===== config.mk =====
export PLATFORM = sky130hd
export DESIGN_NAME = load_store_unit
export DESIGN_NICKNAME = d
export VERILOG_FILES = /design/src/rtl/lsu_pkg.sv /design/src/rtl/lsu_lane_align.sv /design/src/rtl/load_store_unit.sv
export SDC_FILE = /design/constraint.sdc
export NUM_CORES = 1
export LEC_CHECK = 0
export BUFFER_PORTS_ARGS = -buffer_cell sky130_fd_sc_hd__clkbuf_2
export CAP_MARGIN = 15
export CORE_MARGIN = 10
export CORE_UTILIZATION = 49
export DETAILED_ROUTE_END_ITERATION = 12
export GPL_ROUTABILITY_DRIVEN = 0
export PLACE_DENSITY = 0.83
export SLEW_MARGIN = 20
export SYNTH_ARGS = -nofsm -noshare
export SYNTH_HDL_FRONTEND = slang
export SYNTH_SLANG_ARGS = --single-unit

===== constraint.sdc =====
create_clock -name clk -period 2.3 [get_ports clk]
set_input_delay 0.46 -clock clk [delete_from_list [all_inputs] [get_ports clk]]
set_output_delay 0.46 -clock clk [all_outputs]
set_load 0.05 [all_outputs]

===== src/rtl/lsu_pkg.sv =====
// Shared encodings for the RV32I memory-stage load/store unit.
// Memory area and writeback-select codes, load funct3 values and the FSM state type.
package lsu_pkg;

    localparam logic [1:0] AREA_B   = 2'd0;
    localparam logic [1:0] AREA_H   = 2'd1;
    localparam logic [1:0] AREA_W   = 2'd2;
    localparam logic [1:0] AREA_BAD = 2'd3;

    localparam logic [1:0] SEL_PC4 = 2'd0;
    localparam logic [1:0] SEL_MEM = 2'd1;
    localparam logic [1:0] SEL_ALU = 2'd2;

    localparam logic [2:0] LB  = 3'b000;
    localparam logic [2:0] LH  = 3'b001;
    localparam logic [2:0] LW  = 3'b010;
    localparam logic [2:0] LBU = 3'b100;
    localparam logic [2:0] LHU = 3'b101;

    typedef enum logic [1:0] {
        ST_IDLE,
        ST_ACCESS,
        ST_DONE
    } lsu_state_t;

endpackage


===== src/rtl/lsu_lane_align.sv =====
// Byte-lane steering for the load/store unit.
// The store side is evaluated at accept time; the load side uses the controls latched for the access.
module lsu_lane_align
    import lsu_pkg::*;
(
    input  logic [1:0]  st_area,
    input  logic [1:0]  st_off,
    input  logic [31:0] st_data,
    output logic [3:0]  st_wstrb,
    output logic [31:0] st_wdata,
    output logic        misalign,
    input  logic [1:0]  ld_area,
    input  logic [1:0]  ld_off,
    input  logic        ld_unsigned,
    input  logic [31:0] ld_rdata,
    output logic [31:0] ld_data
);

    logic [15:0] ld_lo;

    always_comb begin
        st_wstrb = 4'b0000;
        st_wdata = st_data;
        case (st_area)
            AREA_B: begin
                st_wstrb = 4'b0001 << st_off;
                st_wdata = {4{st_data[7:0]}};
            end
            AREA_H: begin
                st_wstrb = st_off[1] ? 4'b1100 : 4'b0011;
                st_wdata = {2{st_data[15:0]}};
            end
            AREA_W: st_wstrb = 4'b1111;
            default: ;
        endcase
    end

    assign misalign = ((st_area == AREA_H) && st_off[0]) ||
                      ((st_area == AREA_W) && (st_off != 2'b00));

    // Shift the addressed byte/half down to bit 0 before extending.
    assign ld_lo = 16'(ld_rdata >> {ld_off, 3'b000});

    always_comb begin
        ld_data = ld_rdata;
        case (ld_area)
            AREA_B: ld_data = ld_unsigned ? {24'b0, ld_lo[7:0]}
                                          : {{24{ld_lo[7]}}, ld_lo[7:0]};
            AREA_H: ld_data = ld_unsigned ? {16'b0, ld_lo}
                                          : {{16{ld_lo[15]}}, ld_lo};
            default: ;
        endcase
    end

endmodule


===== src/rtl/load_store_unit.sv =====
// Memory-stage executor: issues one request/ack data-memory access per op and
// returns the aligned, extended writeback value; non-memory ops pass through in one cycle.
//
// state     | meaning
// ST_IDLE   | ready for a new op
// ST_ACCESS | request outstanding, counting wait cycles
// ST_DONE   | out_valid pulse with result / error
module load_store_unit
    import lsu_pkg::*;
#(
    parameter int TIMEOUT = 16,
    parameter int XLEN    = 32
) (
    input  logic            clk,
    input  logic            rst,
    input  logic            in_valid,
    output logic            in_ready,
    input  logic            memwrite,
    input  logic [1:0]      memarea,
    input  logic [1:0]      memsel,
    input  logic [2:0]      funct3,
    input  logic [XLEN-1:0] alu_res,
    input  logic [XLEN-1:0] store_data,
    input  logic [XLEN-1:0] pc4,
    output logic            mem_req,
    output logic            mem_we,
    output logic [XLEN-1:0] mem_addr,
    output logic [3:0]      mem_wstrb,
    output logic [XLEN-1:0] mem_wdata,
    input  logic [XLEN-1:0] mem_rdata,
    input  logic            mem_ack,
    output logic            out_valid,
    output logic [XLEN-1:0] out_data,
    output logic            out_err
);

    localparam int CNT_W = $clog2(TIMEOUT + 1);
    localparam logic [CNT_W-1:0] CNT_LAST = CNT_W'(TIMEOUT - 1);

    lsu_state_t      state_q;
    logic [CNT_W-1:0] cnt_q;
    logic            mem_req_q;
    logic            mem_we_q;
    logic [XLEN-1:0] mem_addr_q;
    logic [3:0]      mem_wstrb_q;
    logic [XLEN-1:0] mem_wdata_q;
    logic            out_valid_q;
    logic [XLEN-1:0] out_data_q;
    logic            out_err_q;
    logic [1:0]      ld_area_q;
    logic [1:0]      ld_off_q;
    logic            ld_uns_q;

    logic            access_d;
    logic            bad_d;
    logic            misalign_d;
    logic [3:0]      st_wstrb_d;
    logic [31:0]     st_wdata_d;
    logic [31:0]     ld_data_d;

    // Only the signedness bit of funct3 matters; size comes from memarea.
    logic [1:0] unused_funct3;
    assign unused_funct3 = funct3[1:0];

    lsu_lane_align u_align (
        .st_area     (memarea),
        .st_off      (alu_res[1:0]),
        .st_data     (store_data),
        .st_wstrb    (st_wstrb_d),
        .st_wdata    (st_wdata_d),
        .misalign    (misalign_d),
        .ld_area     (ld_area_q),
        .ld_off      (ld_off_q),
        .ld_unsigned (ld_uns_q),
        .ld_rdata    (mem_rdata),
        .ld_data     (ld_data_d)
    );

    assign access_d = memwrite || (memsel == SEL_MEM);
    assign bad_d    = misalign_d || (memarea == AREA_BAD);

    always_ff @(posedge clk) begin
        if (rst) begin
            state_q     <= ST_IDLE;
            cnt_q       <= '0;
            mem_req_q   <= 1'b0;
            mem_we_q    <= 1'b0;
            mem_addr_q  <= '0;
            mem_wstrb_q <= 4'b0000;
            mem_wdata_q <= '0;
            out_valid_q <= 1'b0;
            out_data_q  <= '0;
            out_err_q   <= 1'b0;
            ld_area_q   <= AREA_B;
            ld_off_q    <= 2'b00;
            ld_uns_q    <= 1'b0;
        end else begin
            out_valid_q <= 1'b0;
            out_err_q   <= 1'b0;
            case (state_q)
                ST_IDLE: begin
                    if (in_valid) begin
                        if (access_d && bad_d) begin
                            state_q     <= ST_DONE;
                            out_valid_q <= 1'b1;
                            out_err_q   <= 1'b1;
                            out_data_q  <= '0;
                        end else if (access_d) begin
                            state_q     <= ST_ACCESS;
                            cnt_q       <= '0;
                            mem_req_q   <= 1'b1;
                            mem_we_q    <= memwrite;
                            mem_addr_q  <= {alu_res[XLEN-1:2], 2'b00};
                            mem_wstrb_q <= memwrite ? st_wstrb_d : 4'b0000;
                            mem_wdata_q <= memwrite ? st_wdata_d : '0;
                            ld_area_q   <= memarea;
                            ld_off_q    <= alu_res[1:0];
                            ld_uns_q    <= funct3[2];
                        end else begin
                            state_q     <= ST_DONE;
                            out_valid_q <= 1'b1;
                            out_data_q  <= (memsel == SEL_PC4) ? pc4 : alu_res;
                        end
                    end
                end
                ST_ACCESS: begin
                    // An ack on the last counted cycle still wins over the timeout.
                    if (mem_ack || (cnt_q == CNT_LAST)) begin
                        state_q     <= ST_DONE;
                        mem_req_q   <= 1'b0;
                        mem_we_q    <= 1'b0;
                        mem_wstrb_q <= 4'b0000;
                        out_valid_q <= 1'b1;
                        out_err_q   <= !mem_ack;
                        out_data_q  <= (mem_ack && !mem_we_q) ? ld_data_d : '0;
                    end else begin
                        cnt_q <= cnt_q + 1'b1;
                    end
                end
                ST_DONE: state_q <= ST_IDLE;
                default: state_q <= ST_IDLE;
            endcase
        end
    end

    assign in_ready  = (state_q == ST_IDLE);
    assign mem_req   = mem_req_q;
    assign mem_we    = mem_we_q;
    assign mem_addr  = mem_addr_q;
    assign mem_wstrb = mem_wstrb_q;
    assign mem_wdata = mem_wdata_q;
    assign out_valid = out_valid_q;
    assign out_data  = out_data_q;
    assign out_err   = out_err_q;

endmodule


==> parameters.txt <==
Parameter                              Value

Detailed routing
  DRC marker count from the first detailed-route iteration    685
  Number of detailed-route iterations in the first pass    6
  Remaining design rule violation count    0
  Per-cell routed wire length    19.9 µm
  Avg Vias per Cell    5.76
  Remaining number of nets flagged by the antenna check after routing    0
  DRT Wirelength    23200 µm
  Via count    6711

Logic synthesis
  Sequential element share of the synthesized area    37.0%
  Post-Synthesis Cell Area    6180 µm²
  EDFF count, synth    0
  Most common flop cell mapped by yosys    dfxtp_1
  Syn Inst Count    764
  Synth Area per Inst    8.08 µm²
  Count of distinct cell types in the synthesized netlist    49
  Top cells by area, synth    dfxtp_1, a21oi_1, mux2i_1, nand2_1, mux2_2
  Most used standard cell by instance count after synthesis    dfxtp_1
  Yosys warning total    0
  Flop and latch count out of synthesis    114
  Share of the synthesized area in the top cell type    37.0%
  Post-synth top area cell    dfxtp_1
  Top post-synthesis cells by count    dfxtp_1, a21oi_1, nand2_1, nor2_1, mux2i_1
  Synth async-reset ratio    0%

Clock network
  Number of buffers inserted during clock tree synthesis    17
  Post-CTS clock slew at the launch and capture registers of the worst setup and hold paths    50 ps
  Clock latency on the worst-skew pair    420 ps
  CTS tree    done
  H-tree level count    4
  Quantity of hold-fixing buffers added after cts    0
  Buffers from clock root to sink, at most    2
  # clock sinks    114
  Clock root buffer    clkbuf_16

GRT
  Via count of the first global-routing pass    6512
  Largest net degree at the start of global routing    63
  Total Routing Usage GR    24.7%
  First-pass GRT wire length    35200 µm
  Overflow after GRT    0
  Antenna violations before repair    0

Timing
  Transition at the pin with the smallest max-transition slack    537 ps
  Final hold violations    0
  Share of the clock period used by the worst path after layout    92.7%
  Fin. max-slew vios    0
  Final critical-path required period    2130 ps
  Setup repair after global routing missed its margin    no
  Max Freq    469 MHz
  Setup violation total in the final timing report    0
  Normalized max-slew margin    64.2%
  Clock skew    11.2 ps

Finish
  Total number of nets in the final design    1127
  Layout area overhead    34.3%
  Share of layout cells above drive strength 1    36.3%
  Design area    8290 µm²
  # diodes    0

Floorplanning
  Total die area    17500 µm²
  Core Region    12200 µm²
  Number of cell rows    40
  Die Y    132 µm
  Die width    132 µm
  Ports placed on the boundary    245
  Initial core utilization    50.8%

Setup path
  Worst endpoint data arrival time    2440 ps
  Timing startpoint of the critical path    cnt_q[1]
  Cell chain of the critical path    ha_1 -> and3_1 -> ha_2 -> nor2_4 -> buf_4 -> nor2_1 -> a21oi_4 -> buf_12 -> buf_4 -> a221oi_1
  Maximum fanout along the worst path    17
  CP most frequent cell    buf_4
  Worst reg2reg path depth    10
  Cell type of the slowest stage on the worst timing path    dfxtp_1
  Nature of the critical path startpoint    flop
  Setup crit end kind    flop
  FF-to-FF Start    cnt_q[1]
  Delay contributed by the slowest stage of the critical path    350 ps
  Worst EP required    2610 ps
  Category of the most critical setup path    reg2reg

Placement
  DP HPWL    16700 µm
  Post-Place Cell Area    7560 µm²
  IO buf count    240

Job
  Number of max-capacitance violations reported    0

Power
  Pwr dens    777 nW/µm²
  Leakage power of the design    0.00343 µW
  Largest voltage drop on the vdd net    0.000441 V
  Power after layout    6440 µW

Hold path
  Source of the worst hold timing path    alu_res[25]
  WHS Path Cells    3
  Hold/Removal Path Class    in2reg

Run status
  Result of the run    completed
[critical path, delay by kind of cell, from the launching register on]
family / cells / cell delay, ps
adders and majority gates: 2 / 380
AOI/OAI and AO/OA: 2 / 360
and+or+nand+nor: 3 / 410
DFF: 1 / 350
buffers and inverters: 3 / 510
[registers in the layout, summed over array words and instances (netlist names)]
signal	count
cnt_q	5
mem_addr	30
mem_wstrb	4
mem_req	1
state_q	2
ld_area_q	2
out_valid	1
mem_wdata	32
out_data	32
ld_uns_q	1
ld_off_q	2
mem_we	1
out_err	1
[what timing repair did]
| item | in CTS | in global routing |
|---|---|---|
| gates resized for setup | 1 | 5 |
| endpoints found under the setup margin | 9 | 14 |
| setup buffers | 0 | 2 |
| pin swaps | 0 | 2 |
| cloned | 0 | 2 |
[routing by layer]
metal / GRT usage, % / wire length, µm / vias up
li1: - / - / 3145
met3: 9.83 / 2600 / 41
met4: 8.25 / 487 / 0
met5: 0 / 0 / -
met1: 29.3 / 9150 / 3129
met2: 39.9 / 11000 / 396
[where the power goes]
part	total, µW	internal (µW)	switching (µW)
logic	1440	461	979
clock network	2840	1870	967
registers	2160	2090	70.5
total	6440	4420	2020
[through the flow]
step	setup TNS [ps]	setup WS [ps]	hold slack, ps	utilization [%]	instances
finish	0	169	276	68.2	1166
detailed placement	-486	-107	448	62.2	1130
CTS	0	86.1	264	67.5	1162
global placement	-2.79	-2.79	439	62.2	1130
global route	0	32.5	273	68.2	1166
floorplan	0	365	449	-	765
[path summary, 6_finish.rpt]
kind	endpoint	slack (ps)
worst max-delay path	out_data[15]	170
worst min-delay path	mem_addr[25]	280
worst max register to register	out_data[15]	170
worst min register to register	mem_wdata[22]	450
[logic make-up after synthesis]
logic type	synth area share [%]
flops	37.0
compound gates	22.5
mux	11.4
xor+xnor	0.426
other cells	0.0607
fa+ha+maj	0.405
simple gates	20.7
buf+inv	7.52
[placed cells by master, fill, tap and decap left out, types with 21 or more instances in the layout]
| master | n |
|---|---|
| buf_4 | 25 |
| inv_1 | 34 |
| nor2_1 | 47 |
| a221oi_1 | 28 |
| mux2i_1 | 41 |
| a21oi_1 | 101 |
| nor3_1 | 22 |
| nand2b_1 | 21 |
| dfxtp_1 | 114 |
| clkbuf_2 | 239 |
| nand2_1 | 100 |
| mux2_2 | 24 |
| o21ai_0 | 36 |
[final cells by class]
type,count,area [µm²]
clock inverters,12,180
repair buffers,271,1530
flip-flops and latches,114,2280
fillers,966,3870
clock buffers,20,457
multi-input cells,547,3510
well taps,168,210
inverters,34,128
No activity file was read; power rests on OpenSTA's default activity.
